**src/rtl/ascon_pkg.sv**
```systemverilog
// Shared definitions for the Ascon permutation engine.
//   STATE_W / WORD_W : permutation state width and word width
//   ROUNDS_MAX       : longest permutation (p^a), sets the constant start index
//   fsm_state_t      : controller states of ascon_perm_iter
//   ascon_state_t    : the five 64-bit state words, x0 in the MSBs
//   round_const()    : per-round constant for constant-table index idx
package ascon_pkg;

    localparam int STATE_W    = 320;
    localparam int WORD_W     = 64;
    localparam int ROUNDS_MAX = 12;

    // Fixed encodings kept as plain constants so older code that compares
    // raw state bits keeps working; the enum below reuses them.
    localparam logic [1:0] ST_IDLE_ENC = 2'd0;
    localparam logic [1:0] ST_RUN_ENC  = 2'd1;
    localparam logic [1:0] ST_DONE_ENC = 2'd2;

    typedef enum logic [1:0] {
        IDLE = ST_IDLE_ENC,
        RUN  = ST_RUN_ENC,
        DONE = ST_DONE_ENC
    } fsm_state_t;

    typedef struct packed {
        logic [WORD_W-1:0] x0;
        logic [WORD_W-1:0] x1;
        logic [WORD_W-1:0] x2;
        logic [WORD_W-1:0] x3;
        logic [WORD_W-1:0] x4;
    } ascon_state_t;

    // idx 0..11 gives f0, e1, d2, ... 4b.
    function automatic logic [7:0] round_const(input logic [3:0] idx);
        return {~idx, idx};
    endfunction

endpackage

```
**src/rtl/ascon_round.sv**
```systemverilog
// One combinational Ascon round: constant addition, bitsliced 5-bit S-box
// layer, then the per-word linear diffusion layer.
// Ports:
//   state_in  : 320-bit state before the round
//   c_r       : round constant, XORed into the low byte of x2
//   state_out : 320-bit state after the round
module ascon_round
    import ascon_pkg::*;
(
    input  ascon_state_t state_in,
    input  logic [7:0]   c_r,
    output ascon_state_t state_out
);

    function automatic logic [63:0] rotr64(input logic [63:0] v, input int n);
        return (v >> n) | (v << (64 - n));
    endfunction

    logic [63:0] a0, a1, a2, a3, a4;
    logic [63:0] t0, t1, t2, t3, t4;

    always_comb begin
        a0 = state_in.x0;
        a1 = state_in.x1;
        a2 = state_in.x2 ^ {56'd0, c_r};
        a3 = state_in.x3;
        a4 = state_in.x4;

        // Bitsliced S-box: each bit column (x0[i]..x4[i]) is one 5-bit lane.
        a0 = a0 ^ a4;
        a4 = a4 ^ a3;
        a2 = a2 ^ a1;
        t0 = ~a0 & a1;
        t1 = ~a1 & a2;
        t2 = ~a2 & a3;
        t3 = ~a3 & a4;
        t4 = ~a4 & a0;
        a0 = a0 ^ t1;
        a1 = a1 ^ t2;
        a2 = a2 ^ t3;
        a3 = a3 ^ t4;
        a4 = a4 ^ t0;
        a1 = a1 ^ a0;
        a0 = a0 ^ a4;
        a3 = a3 ^ a2;
        a2 = ~a2;

        state_out.x0 = a0 ^ rotr64(a0, 19) ^ rotr64(a0, 28);
        state_out.x1 = a1 ^ rotr64(a1, 61) ^ rotr64(a1, 39);
        state_out.x2 = a2 ^ rotr64(a2, 1)  ^ rotr64(a2, 6);
        state_out.x3 = a3 ^ rotr64(a3, 10) ^ rotr64(a3, 17);
        state_out.x4 = a4 ^ rotr64(a4, 7)  ^ rotr64(a4, 41);
    end

endmodule

```
**src/rtl/ascon_perm_iter.sv**
```systemverilog
// Iterative Ascon permutation engine. Accepts a state and round count from
// the mode controller, applies UNROLL rounds per clock with the correct
// round constants, and hands the permuted state back.
//
// state | meaning
// IDLE  | in_ready=1, waiting for in_valid
// RUN   | applying min(UNROLL, rem) rounds per clock
// DONE  | out_valid=1, holding result until out_ready
//
// Ports:
//   clk, rst            : clock (rising edge), async active-high reset
//   in_valid / in_ready : input handshake; in_ready high only in IDLE
//   rounds              : requested rounds 0..12, larger values clamp to 12
//   x0_in..x4_in        : input state words, sampled on the accept edge
//   out_valid/out_ready : output handshake; out_valid high only in DONE
//   x0_out..x4_out      : state register contents
//   busy                : high in RUN or DONE
module ascon_perm_iter
    import ascon_pkg::*;
#(
    parameter int UNROLL     = 1,
    parameter int ROUNDS_MAX = ascon_pkg::ROUNDS_MAX
) (
    input  logic        clk,
    input  logic        rst,
    input  logic        in_valid,
    output logic        in_ready,
    input  logic [3:0]  rounds,
    input  logic [63:0] x0_in,
    input  logic [63:0] x1_in,
    input  logic [63:0] x2_in,
    input  logic [63:0] x3_in,
    input  logic [63:0] x4_in,
    output logic        out_valid,
    input  logic        out_ready,
    output logic [63:0] x0_out,
    output logic [63:0] x1_out,
    output logic [63:0] x2_out,
    output logic [63:0] x3_out,
    output logic [63:0] x4_out,
    output logic        busy
);

    if ((UNROLL != 1) && (UNROLL != 2)) begin : g_bad_unroll
        $error("ascon_perm_iter: UNROLL must be 1 or 2");
    end

    fsm_state_t   st;
    ascon_state_t sreg;
    logic [3:0]   idx;
    logic [3:0]   rem;
    logic [3:0]   r_clamp;
    logic [3:0]   step;
    ascon_state_t next_sreg;
    ascon_state_t chain [UNROLL+1];

    assign chain[0] = sreg;

    // Round u of a clock uses constant index idx+u. When only one round
    // remains with UNROLL=2, idx+1 may reach 12 but that output is unused.
    for (genvar u = 0; u < UNROLL; u++) begin : g_round
        logic [7:0] c_r;
        assign c_r = round_const(idx + 4'(u));
        ascon_round u_round (
            .state_in  (chain[u]),
            .c_r       (c_r),
            .state_out (chain[u+1])
        );
    end

    assign r_clamp   = (rounds > 4'(ROUNDS_MAX)) ? 4'(ROUNDS_MAX) : rounds;
    assign step      = (rem < 4'(UNROLL)) ? rem : 4'(UNROLL);
    assign next_sreg = (rem == 4'd1) ? chain[1] : chain[UNROLL];

    always_ff @(posedge clk or posedge rst) begin
        if (rst) begin
            st   <= IDLE;
            sreg <= '0;
            idx  <= '0;
            rem  <= '0;
        end else begin
            case (st)
                IDLE: begin
                    if (in_valid) begin
                        sreg <= '{x0: x0_in, x1: x1_in, x2: x2_in, x3: x3_in, x4: x4_in};
                        idx  <= 4'(ROUNDS_MAX) - r_clamp;
                        rem  <= r_clamp;
                        st   <= (r_clamp == 4'd0) ? DONE : RUN;
                    end
                end
                RUN: begin
                    sreg <= next_sreg;
                    idx  <= idx + step;
                    rem  <= rem - step;
                    if (rem == step) begin
                        st <= DONE;
                    end
                end
                DONE: begin
                    if (out_ready) begin
                        st <= IDLE;
                    end
                end
                default: st <= IDLE;
            endcase
        end
    end

    assign in_ready  = (st == IDLE);
    assign out_valid = (st == DONE);
    assign busy      = (st != IDLE);

    assign x0_out = sreg.x0;
    assign x1_out = sreg.x1;
    assign x2_out = sreg.x2;
    assign x3_out = sreg.x3;
    assign x4_out = sreg.x4;

endmodule

```
**config.mk**
```make
export PLATFORM = sky130hd
export DESIGN_NAME = ascon_perm_iter
export DESIGN_NICKNAME = d
export VERILOG_FILES = /design/src/rtl/ascon_pkg.sv /design/src/rtl/ascon_round.sv /design/src/rtl/ascon_perm_iter.sv
export SDC_FILE = /design/constraint.sdc
export NUM_CORES = 2
export LEC_CHECK = 0
export ABC_AREA = 0
export CAP_MARGIN = 30
export CORE_UTILIZATION = 48
export DETAILED_ROUTE_END_ITERATION = 8
export PLACE_DENSITY_LB_ADDON = 0.05
export SETUP_SLACK_MARGIN = 0.02
export SYNTH_ARGS = -nofsm -noshare
export SYNTH_HDL_FRONTEND = slang
export SYNTH_SLANG_ARGS = --single-unit
```
**constraint.sdc**
```tcl
create_clock -name clk -period 9.5 [get_ports clk]
set_input_delay 0.95 -clock clk [delete_from_list [all_inputs] [get_ports clk]]
set_output_delay 0.95 -clock clk [all_outputs]
set_load 0.005 [all_outputs]
```
==> run summary <==
Status: completed
Core area: 0.0630 sq mm
Most frequent cell after synthesis: xnor2_1
Slew headroom: 20.3%
I/O pin count: 651
Effective utilization at floorplan: 48.4%
Dpl ws: 5.66 ns
Post-synth top area share: 27.1%
Setup TNS: 0 ns
Total CTS buffers: 41
Total die area: 0.0645 sq mm
Crit. End Element: primary output
Vias/cell: 6.45
Total Routing Usage GR: 46.9%
Post-DP HPWL: 121 mm
RSZ-0062 raised after global routing: false
Final setup viols: 0
First-pass DRT Iterations: 5
Commonest cells post-synth: xnor2_1 (458), dfrtp_1 (330), xnor3_1 (242), nand2_1 (176)
Initial antenna violation count: 9
Clk buf depth: 3
Post-Route WL: 153 mm
Site Rows: 92
Final Util: 62.5%
Worst clock skew: 0.0224 ns
Hold slack: 0.559 ns
Number of H-tree levels: 2
Crit Path Class: reg2out
Syn Area/Cell: 10.4 sq um
Yosys warning count: 0
Clock Latency Late Sink: 0.60 ns
EDFF count, synth: 0
Die Ht: 254 um
Top post-synthesis cells by area: dfrtp_1 (27%), xnor3_1 (18%), xnor2_1 (13%)
Area grow syn2layout: 29.0%
Worst-path maximum fanout: 77
Hold Vio Cnt, Final: 0
Part of the Yosys area used for sequential elements: 27.1%
Largest net degree at the start of global routing: 191
GRT Residual Overflow: 0
CTS Hold Bufs: 0
Max Fclk: 248 MHz
Crit path arrival time: 3.08 ns
Synth area leader: dfrtp_1
Share of layout cells above drive strength 1: 4.01%
Routability cong.: 1.06
Critical path required time: 8.55 ns
Minimum clock period: 4.03 ns
CP Cell Sequence: buf_4, nor2_1, inv_1, clkdlybuf4s50_1
Slew @ Worst Pin: 1.19 ns
Root Driver: clkbuf_16
Pins Over Slew Limit: 0
Port Buffers: 650
Worst path slowest cell: dfrtp_4
Critical Path Start Type: register
Sink Count: 330
#FFs+latches synth: 330
Ys flop type: dfrtp_1
CTS tree: yes
Asr flop ratio synth: 100%
Final ANT Viol Nets: 0
Setup Buffers After CTS: 0
WL/cell: 34.6 um
Tcrit/Tclk final: 42.5%
First-pass GRT wire length: 209 mm
Synth Instances: 2,946
DRT iter0 DRCs: 3,981
Number of remaining DRC errors: 0
Die Wd: 254 um
CP max stage delay: 0.85 ns
Setup slack after layout: 5.47 ns
Number of global-route vias before repair: 27,800
Cts repair resizes: 0
Vias post-DR: 28,500
Nets: 4,001
Synth Cell Area: 0.0305 sq mm
Max Cap Viol: 0
Clock Pin Slew Worst Setup and Hold Paths: 0.06 ns
Cell variety after synth: 63
Worst hold path class: reg2reg
placed cells by master, fill, tap and decap left out, types with 132 or more instances in the layout:
| cell | instances |
|---|---|
| o21ai_0 | 168 |
| xor2_1 | 160 |
| xnor2_1 | 458 |
| inv_1 | 168 |
| ha_1 | 132 |
| dfrtp_1 | 328 |
| nor3_1 | 132 |
| a21oi_1 | 167 |
| xnor3_1 | 242 |
| clkdlybuf4s50_1 | 649 |
| nand2_1 | 176 |
cell families (layout without fill, tap and decap cells):
kind of cell,after synthesis,after routing,share of synthesized area [%]
xor+xnor,892,892,37.8
flops,330,330,27.1
fa+ha+maj,167,167,6.60
buf+inv,320,940,4.15
other cells,2,8,0.0246
simple gates,584,584,9.66
compound gates,600,600,13.0
mux,51,51,1.67
state kept, by name, summed over array words and instances, names as in the netlist:
name and cells:
idx 4, x0_out 64, st 2, x2_out 64
x3_out 64, rem 4, x4_out 64, x1_out 64
cell type report:
type / instances / area (sq um)
inverter: 169 / 638
clock buffer: 54 / 1130
antenna: 5 / 12.5
multi-input combinational: 2297 / 21000
sequential: 330 / 8260
fill: 5228 / 23600
tap: 846 / 1060
clock inverter: 16 / 233
timing repair buffer: 701 / 7000
critical path: cells and delay by family (launching register included):
| kind | cells | cell delay (ns) |
|---|---|---|
| and+or+nand+nor | 1 | 0.24 |
| buffers and inverters | 3 | 1.36 |
| DFF | 1 | 0.85 |
path summary, 6_finish.rpt:
| path | start | end | slack [ns] | depth (start not counted) |
|---|---|---|---|---|
| max in group asynchronous | rst | x1_out[58]$_DFFE_PP0P_ | 7.11 | 4 |
| worst max register to register | st[0]$_DFFE_PP0P_ | x0_out[24]$_DFFE_PP0P_ | 5.93 | 6 |
| worst min-delay path | x2_out[1]$_DFFE_PP0P_ | x2_out[1]$_DFFE_PP0P_ | 0.56 | 1 |
| worst max-delay path | st[0]$_DFFE_PP0P_ | busy | 5.47 | 4 |
| min in group asynchronous | rst | x4_out[28]$_DFFE_PP0P_ | 0.91 | 3 |
| worst min register to register | x2_out[1]$_DFFE_PP0P_ | x2_out[1]$_DFFE_PP0P_ | 0.56 | 1 |
metal layers:
metal  global-route usage (%)  share of wire [%]  vias to the layer above
li1                         -                  -                    11600
met1                     59.0                 36                    14300
met2                     68.4                 43                     2130
met3                     15.3                 13                      503
met4                     31.9                8.0                        8
met5                        0              0.037                        -
metrics by stage:
stage | cells | cell area [sq um]
final | 4418 | 39300
after global placement | 4314 | 37700
after global routing | 4413 | 39300
after CTS | 4404 | 39300
after floorplan | 2947 | 30500
after detailed placement | 4334 | 37900
Power is left out: the tool's default activity adds up to more than one toggle a clock period on the data nets, which glitch-free logic cannot reach.
